**src/rtl/serial_tx_arbiter_if.sv**
```systemverilog
// Requester-side and transmitter-side signals of the shared serial_tx arbiter.
// slave = arbiter view, master = producers plus transmitter view.
interface serial_tx_arbiter_if #(
  parameter int NUM_REQ = 4,
  parameter int WORD_W  = 32
);
  logic [NUM_REQ-1:0]        req_valid_in;
  logic [NUM_REQ*WORD_W-1:0] req_data_in;
  logic [NUM_REQ-1:0]        req_ready_out;
  logic [NUM_REQ-1:0]        req_done_out;
  logic                      tx_ready_in;
  logic                      tx_trigger_out;
  logic [WORD_W-1:0]         tx_data_out;
  logic                      busy_out;
  logic                      err_out;

  modport slave (
    input  req_valid_in, req_data_in, tx_ready_in,
    output req_ready_out, req_done_out, tx_trigger_out, tx_data_out, busy_out, err_out
  );

  modport master (
    output req_valid_in, req_data_in, tx_ready_in,
    input  req_ready_out, req_done_out, tx_trigger_out, tx_data_out, busy_out, err_out
  );
endinterface

```
**src/rtl/serial_tx_arbiter.sv**
```systemverilog
// Round-robin sharing of one serial_tx among NUM_REQ one-deep holding registers.
// Accept-to-trigger >= 2 cycles; done pulses 1 cycle after tx_ready_in rises; ready = holding register empty.
module serial_tx_arbiter #(
  parameter int NUM_REQ       = 4,
  parameter int WORD_W        = 32,
  parameter int START_TIMEOUT = 16
) (
  input  logic                 clk,
  input  logic                 rst_n_in,
  serial_tx_arbiter_if.slave   bus
);

  localparam int GW = $clog2(NUM_REQ);
  localparam int TW = $clog2(START_TIMEOUT) + 1;

  typedef enum logic [1:0] {
    IDLE       = 2'd0,
    WAIT_START = 2'd1,
    WAIT_DONE  = 2'd2
  } state_t;

  state_t              state_q, state_d;
  logic [NUM_REQ-1:0]  pending_q, pending_d;
  logic [WORD_W-1:0]   hold_q [NUM_REQ];
  logic [WORD_W-1:0]   hold_d [NUM_REQ];
  logic [GW-1:0]       last_grant_q, last_grant_d;
  logic [GW-1:0]       grant_q, grant_d;
  logic [TW-1:0]       timer_q, timer_d;
  logic                trigger_q, trigger_d;
  logic [WORD_W-1:0]   tx_data_q, tx_data_d;
  logic [NUM_REQ-1:0]  done_q, done_d;
  logic                err_q, err_d;

  logic [NUM_REQ-1:0]  accept;
  logic [GW-1:0]       winner;
  logic [GW-1:0]       cand;
  logic                found;

  assign accept = bus.req_valid_in & ~pending_q;

  // Search starts one past the last finished or aborted grant and wraps.
  always_comb begin
    winner = last_grant_q;
    cand   = last_grant_q;
    found  = 1'b0;
    for (int k = 1; k <= NUM_REQ; k++) begin
      cand = GW'((int'(last_grant_q) + k) % NUM_REQ);
      if (!found && pending_q[cand]) begin
        winner = cand;
        found  = 1'b1;
      end
    end
  end

  always_comb begin
    state_d      = state_q;
    pending_d    = pending_q;
    hold_d       = hold_q;
    last_grant_d = last_grant_q;
    grant_d      = grant_q;
    timer_d      = timer_q;
    trigger_d    = 1'b0;
    tx_data_d    = tx_data_q;
    done_d       = '0;
    err_d        = 1'b0;

    for (int i = 0; i < NUM_REQ; i++) begin
      if (accept[i]) begin
        pending_d[i] = 1'b1;
        hold_d[i]    = bus.req_data_in[i*WORD_W +: WORD_W];
      end
    end

    case (state_q)
      IDLE: begin
        if (found && bus.tx_ready_in) begin
          grant_d   = winner;
          tx_data_d = hold_q[winner];
          trigger_d = 1'b1;
          timer_d   = '0;
          state_d   = WAIT_START;
        end
      end
      WAIT_START: begin
        if (!bus.tx_ready_in) begin
          state_d = WAIT_DONE;
        end else if (timer_q == TW'(START_TIMEOUT - 1)) begin
          // Word stays pending; moving last_grant lets other ports go first.
          err_d        = 1'b1;
          last_grant_d = grant_q;
          state_d      = IDLE;
        end else begin
          timer_d = timer_q + TW'(1);
        end
      end
      WAIT_DONE: begin
        if (bus.tx_ready_in) begin
          done_d[grant_q]    = 1'b1;
          pending_d[grant_q] = 1'b0;
          last_grant_d       = grant_q;
          state_d            = IDLE;
        end
      end
      default: state_d = IDLE;
    endcase
  end

  always_ff @(posedge clk or negedge rst_n_in) begin
    if (!rst_n_in) begin
      state_q      <= IDLE;
      pending_q    <= '0;
      last_grant_q <= GW'(NUM_REQ - 1);
      grant_q      <= '0;
      timer_q      <= '0;
      trigger_q    <= 1'b0;
      tx_data_q    <= '0;
      done_q       <= '0;
      err_q        <= 1'b0;
    end else begin
      state_q      <= state_d;
      pending_q    <= pending_d;
      last_grant_q <= last_grant_d;
      grant_q      <= grant_d;
      timer_q      <= timer_d;
      trigger_q    <= trigger_d;
      tx_data_q    <= tx_data_d;
      done_q       <= done_d;
      err_q        <= err_d;
    end
  end

  // Payload storage is qualified by pending_q, so it needs no reset.
  always_ff @(posedge clk) begin
    hold_q <= hold_d;
  end

  assign bus.req_ready_out  = ~pending_q;
  assign bus.req_done_out   = done_q;
  assign bus.tx_trigger_out = trigger_q;
  assign bus.tx_data_out    = tx_data_q;
  assign bus.busy_out       = (state_q != IDLE);
  assign bus.err_out        = err_q;

endmodule

```
**src/flat_wrapper.sv**
```systemverilog
// flat-port wrapper written by rule: the top's interface ports become plain ports
module serial_tx_arbiter_flat 
#(
  parameter int NUM_REQ       = 4,
  parameter int WORD_W        = 32,
  parameter int START_TIMEOUT = 16
)
  (clk, rst_n_in, bus_req_valid_in, bus_req_data_in, bus_tx_ready_in, bus_req_ready_out, bus_req_done_out, bus_tx_trigger_out, bus_tx_data_out, bus_busy_out, bus_err_out);
  serial_tx_arbiter_if #(.NUM_REQ(NUM_REQ), .WORD_W(WORD_W)) bus_i ();
  input  logic clk;
  input  logic rst_n_in;
  input wire logic [$bits(bus_i.req_valid_in)-1:0] bus_req_valid_in;
  input wire logic [$bits(bus_i.req_data_in)-1:0] bus_req_data_in;
  input wire logic [$bits(bus_i.tx_ready_in)-1:0] bus_tx_ready_in;
  output wire logic [$bits(bus_i.req_ready_out)-1:0] bus_req_ready_out;
  output wire logic [$bits(bus_i.req_done_out)-1:0] bus_req_done_out;
  output wire logic [$bits(bus_i.tx_trigger_out)-1:0] bus_tx_trigger_out;
  output wire logic [$bits(bus_i.tx_data_out)-1:0] bus_tx_data_out;
  output wire logic [$bits(bus_i.busy_out)-1:0] bus_busy_out;
  output wire logic [$bits(bus_i.err_out)-1:0] bus_err_out;
  assign bus_i.req_valid_in = bus_req_valid_in;
  assign bus_i.req_data_in = bus_req_data_in;
  assign bus_i.tx_ready_in = bus_tx_ready_in;
  assign bus_req_ready_out = bus_i.req_ready_out;
  assign bus_req_done_out = bus_i.req_done_out;
  assign bus_tx_trigger_out = bus_i.tx_trigger_out;
  assign bus_tx_data_out = bus_i.tx_data_out;
  assign bus_busy_out = bus_i.busy_out;
  assign bus_err_out = bus_i.err_out;
  serial_tx_arbiter #(.NUM_REQ(NUM_REQ), .WORD_W(WORD_W), .START_TIMEOUT(START_TIMEOUT)) u_core (.clk(clk), .rst_n_in(rst_n_in), .bus(bus_i));
endmodule
```
**config.mk**
```make
export PLATFORM = sky130hd
export DESIGN_NAME = serial_tx_arbiter_flat
export DESIGN_NICKNAME = d
export VERILOG_FILES = /design/src/rtl/serial_tx_arbiter_if.sv /design/src/rtl/serial_tx_arbiter.sv /design/src/flat_wrapper.sv
export SDC_FILE = /design/constraint.sdc
export NUM_CORES = 1
export LEC_CHECK = 0
export BUFFER_PORTS_ARGS = -buffer_cell sky130_fd_sc_hd__buf_4
export CORE_ASPECT_RATIO = 0.7
export CORE_MARGIN = 5
export CORE_UTILIZATION = 57
export CTS_CLUSTER_DIAMETER = 100
export DETAILED_ROUTE_END_ITERATION = 10
export PLACE_DENSITY = 0.87
export REMOVE_ABC_BUFFERS = 1
export SYNTH_ARGS = -nofsm -noshare
export SYNTH_HDL_FRONTEND = slang
export SYNTH_SLANG_ARGS = --single-unit
```
**constraint.sdc**
```tcl
create_clock -name clk -period 4.85 [get_ports clk]
set_clock_uncertainty 0.05 [all_clocks]
set_input_delay 0.485 -clock clk [delete_from_list [all_inputs] [get_ports clk]]
set_output_delay 0.485 -clock clk [all_outputs]
set_load 0.05 [all_outputs]
```
==> results.sh <==
export IMPL_tightest_slew_ps=1164
export IMPL_grt_max_degree=54
export IMPL_outcome="completed"
export IMPL_htree_levels=4
export IMPL_design_area_mm2=0.009281
export IMPL_drive_above_1_share_pct=36.17
export IMPL_diodes=0
export IMPL_avgSynthCellArea_um2=15.03
export IMPL_wl_per_cell_um=22.30
export IMPL_tns_ps=0
export IMPL_fin_nets=782
export IMPL_fin_crit_sh_pct=64.14
export IMPL_overflow=0
export IMPL_place_port_buffers=177
export IMPL_drv_slew=0
export IMPL_cp_end_kind="register"
export IMPL_routed_wl_um=18290
export IMPL_post_cts_setup_buffer_count=0
export IMPL_grt_pass1_wl_um=28410
export IMPL_r2r_setup_slack_ps=1740
export IMPL_syn2layout_area_growth_pct=28.38
export IMPL_track_usage_pct=25.06
export IMPL_rows=34
export IMPL_clock_sinks=181
export IMPL_viasPerCell=5.862
export IMPL_cts_resized_gates=0
export IMPL_grt_pass1_vias=5021
export IMPL_critPathRequiredTime_ps=5100
export IMPL_ys_async_sr_fraction_pct=29.28
export IMPL_numCtsBuffers=17
export IMPL_r2r_end="u_core.bus.tx_data_out[29]"
export IMPL_syn_area_mm2=0.007229
export IMPL_hold_buffers=0
export IMPL_worstSetupStartpointType="register"
export IMPL_detail_route_antenna_nets=0
export IMPL_clk_latency_ps=420
export IMPL_synth_ff_type="edfxtp_1"
export IMPL_antenna_found_initial=0
export IMPL_ys_ff_latch=181
export IMPL_synth_edf_count=128
export IMPL_p_leak_nw=3.749
export IMPL_hold_violations=0
export IMPL_core_area_mm2=0.01242
export IMPL_hpwl_um=11960
export IMPL_clkTransAtPathRegs_ps=70
export IMPL_vias=4807
export IMPL_crit_end="u_core.bus.tx_data_out[29]"
export IMPL_drt_pass1_iterations=5
export IMPL_synth_warnings=0
export IMPL_p_per_area_mw_per_mm2=610.3
export IMPL_rsz0062_at_grt="false"
export IMPL_ios=178
export IMPL_r2r_start="u_core.pending_q[2]"
export IMPL_syn_inst=481
export IMPL_cts_root_buf="clkbuf_16"
export IMPL_start_util_pct=58.20
export IMPL_setup_viol=0
export IMPL_synth_distinct_cells=43
export IMPL_rr_worst_depth=5
export IMPL_cp_max_fo=37
export IMPL_maxCapViolations=0
export IMPL_peakVddDrop_mv=0.3894
export IMPL_min_delay_path_class="in -> async"
export IMPL_ys_seq_area_share_pct=71.55
export IMPL_fmax_ghz=0.3215
export IMPL_cts_buffer_depth=2
export IMPL_cts_tree="built"
export IMPL_arrival_ps=3360
export IMPL_worstSetupStartpoint="u_core.pending_q[2]"
export IMPL_slew_headroom_pct=22.38
export IMPL_drt_iter0_drc=430
export IMPL_drc=0
export IMPL_crit_type="reg -> reg"
export IMPL_die_area_mm2=0.01507
export IMPL_die_w_um=144.6
export IMPL_period_needed_ps=3111
export IMPL_gp_congestion=0.8602
export IMPL_dpl_instance_area_mm2=0.008655
export IMPL_die_y_um=104.2
==> how the worst min path moves through the flow <==
| stage | from | to | depth (start not counted) |
|---|---|---|---|
| final | rst_n_in | u_core.bus.tx_data_out[5] | 1 |
| after global routing | rst_n_in | u_core.bus.tx_data_out[5] | 1 |
| after CTS | rst_n_in | u_core.bus.req_done_out[1] | 1 |
| after detailed placement | u_core.bus.tx_data_out[10] | u_core.bus.tx_data_out[10] | 2 |
| after global placement | u_core.bus.tx_data_out[6] | u_core.bus.tx_data_out[6] | 2 |
| after floorplan | rst_n_in | u_core.bus.err_out | 0 |
==> power by group <==
| group | leakage [nW] | internal (mW) | switching (mW) |
|---|---|---|---|
| Combinational | 1.63 | 0.741 | 1.39 |
| Clock | 0.307 | 0.871 | 0.592 |
| Sequential | 1.81 | 1.91 | 0.159 |
==> routing by layer <==
layer	GRT usage (%)	vias up	wire (µm)
met5	0	-	0
met4	6.858	0	227
met3	6.020	24	1641
met2	38.66	236	8692
met1	35.96	2368	7726
li1	-	2179	-
==> cell type report <==
type                            instances  area [µm²]
Clock buffer                           18       429.2
Sequential cell                       181        5172
Tap cell                              162       202.7
Inverter                               10       38.79
Clock inverter                         14       197.7
Fill cell                             786        3141
Timing Repair Buffer                  178        1336
Multi-Input combinational cell        257        1904
==> cell usage in the layout (no fill, tap or decap), drive strengths merged, types with 2 or more instances in the layout <==
master	synthesis	routed
nor3	5	5
inv	9	14
nor2b	5	5
nand3b	2	2
a21o	2	2
xor2	2	2
o31a	32	32
nor2	15	15
edfxtp	128	128
mux2	2	2
o211ai	32	32
clkinv	1	5
o21ai	36	36
ha	2	2
nand2b	3	3
nand2	38	38
a21oi	2	2
or2	2	2
dfrtp	51	51
bufinv	0	4
dfstp	2	2
buf	6	178
clkbuf	27	18
and4	32	32
mux2i	32	32
==> kinds of logic (layout without fill, tap and decap cells) <==
kind of cell / Yosys count / count (layout) / share of synthesized area, %
flip-flops: 181 / 181 / 71.55
AND/OR/NAND/NOR: 110 / 110 / 8.913
AO/OA/AOI/OAI: 108 / 108 / 11.27
buffers and inverters: 43 / 220 / 2.821
multiplexers: 34 / 34 / 4.742
XOR/XNOR: 3 / 3 / 0.3635
adder cells (fa/ha/maj): 2 / 2 / 0.3461
==> through the flow <==
stage | hold WS [ps] | setup WS [ps] | instances | util (%) | power, mW
6_report | 78.64 | 1739 | 820 | 74.72 | 5.665
3_5_place_dp | 435.9 | 1795 | 788 | 69.67 | 4.219
3_3_place_gp | 435.0 | 1955 | 788 | 69.67 | 4.115
5_1_grt | 129.6 | 1627 | 820 | 74.72 | 5.917
2_1_floorplan | 139.4 | 1902 | 448 | - | 3.514
4_1_cts | 103.4 | 1752 | 820 | 74.72 | 5.686
==> state kept, by name, summed over array words and instances, names as in the netlist <==
name and cells:
u_core.bus.err_out 1, u_core.bus.req_done_out 4, u_core.bus.tx_data_out 32, u_core.bus.tx_trigger_out 1, u_core.grant_q 2, u_core.hold_q 128
u_core.last_grant_q 2, u_core.pending_q 4, u_core.state_q 2, u_core.timer_q 5
==> Yosys cell counts, types with 3 or more instances <==
cell type	instances	area, µm²
mux2i_1	32	320.3
o21ai_1	30	150.1
o21ai_0	6	30.03
clkbuf_1	26	97.59
and4_1	32	280.3
edfxtp_1	128	3844
o211ai_2	10	125.1
dfrtp_1	51	1276
nor3_1	4	20.02
nor2_1	15	56.30
nand2b_1	3	18.77
o211ai_1	22	165.2
nor2b_1	5	31.28
o31a_1	32	280.3
inv_1	9	33.78
nand2_1	38	142.6
==> critical path: stages (launching register included) <==
cell and delay, ps:
dfrtp_1 500, nor4_1 110, or3_2 850, clkinv_2 200, nand3_2 730, o211ai_1 510
Power figures use the tool's default switching activity.
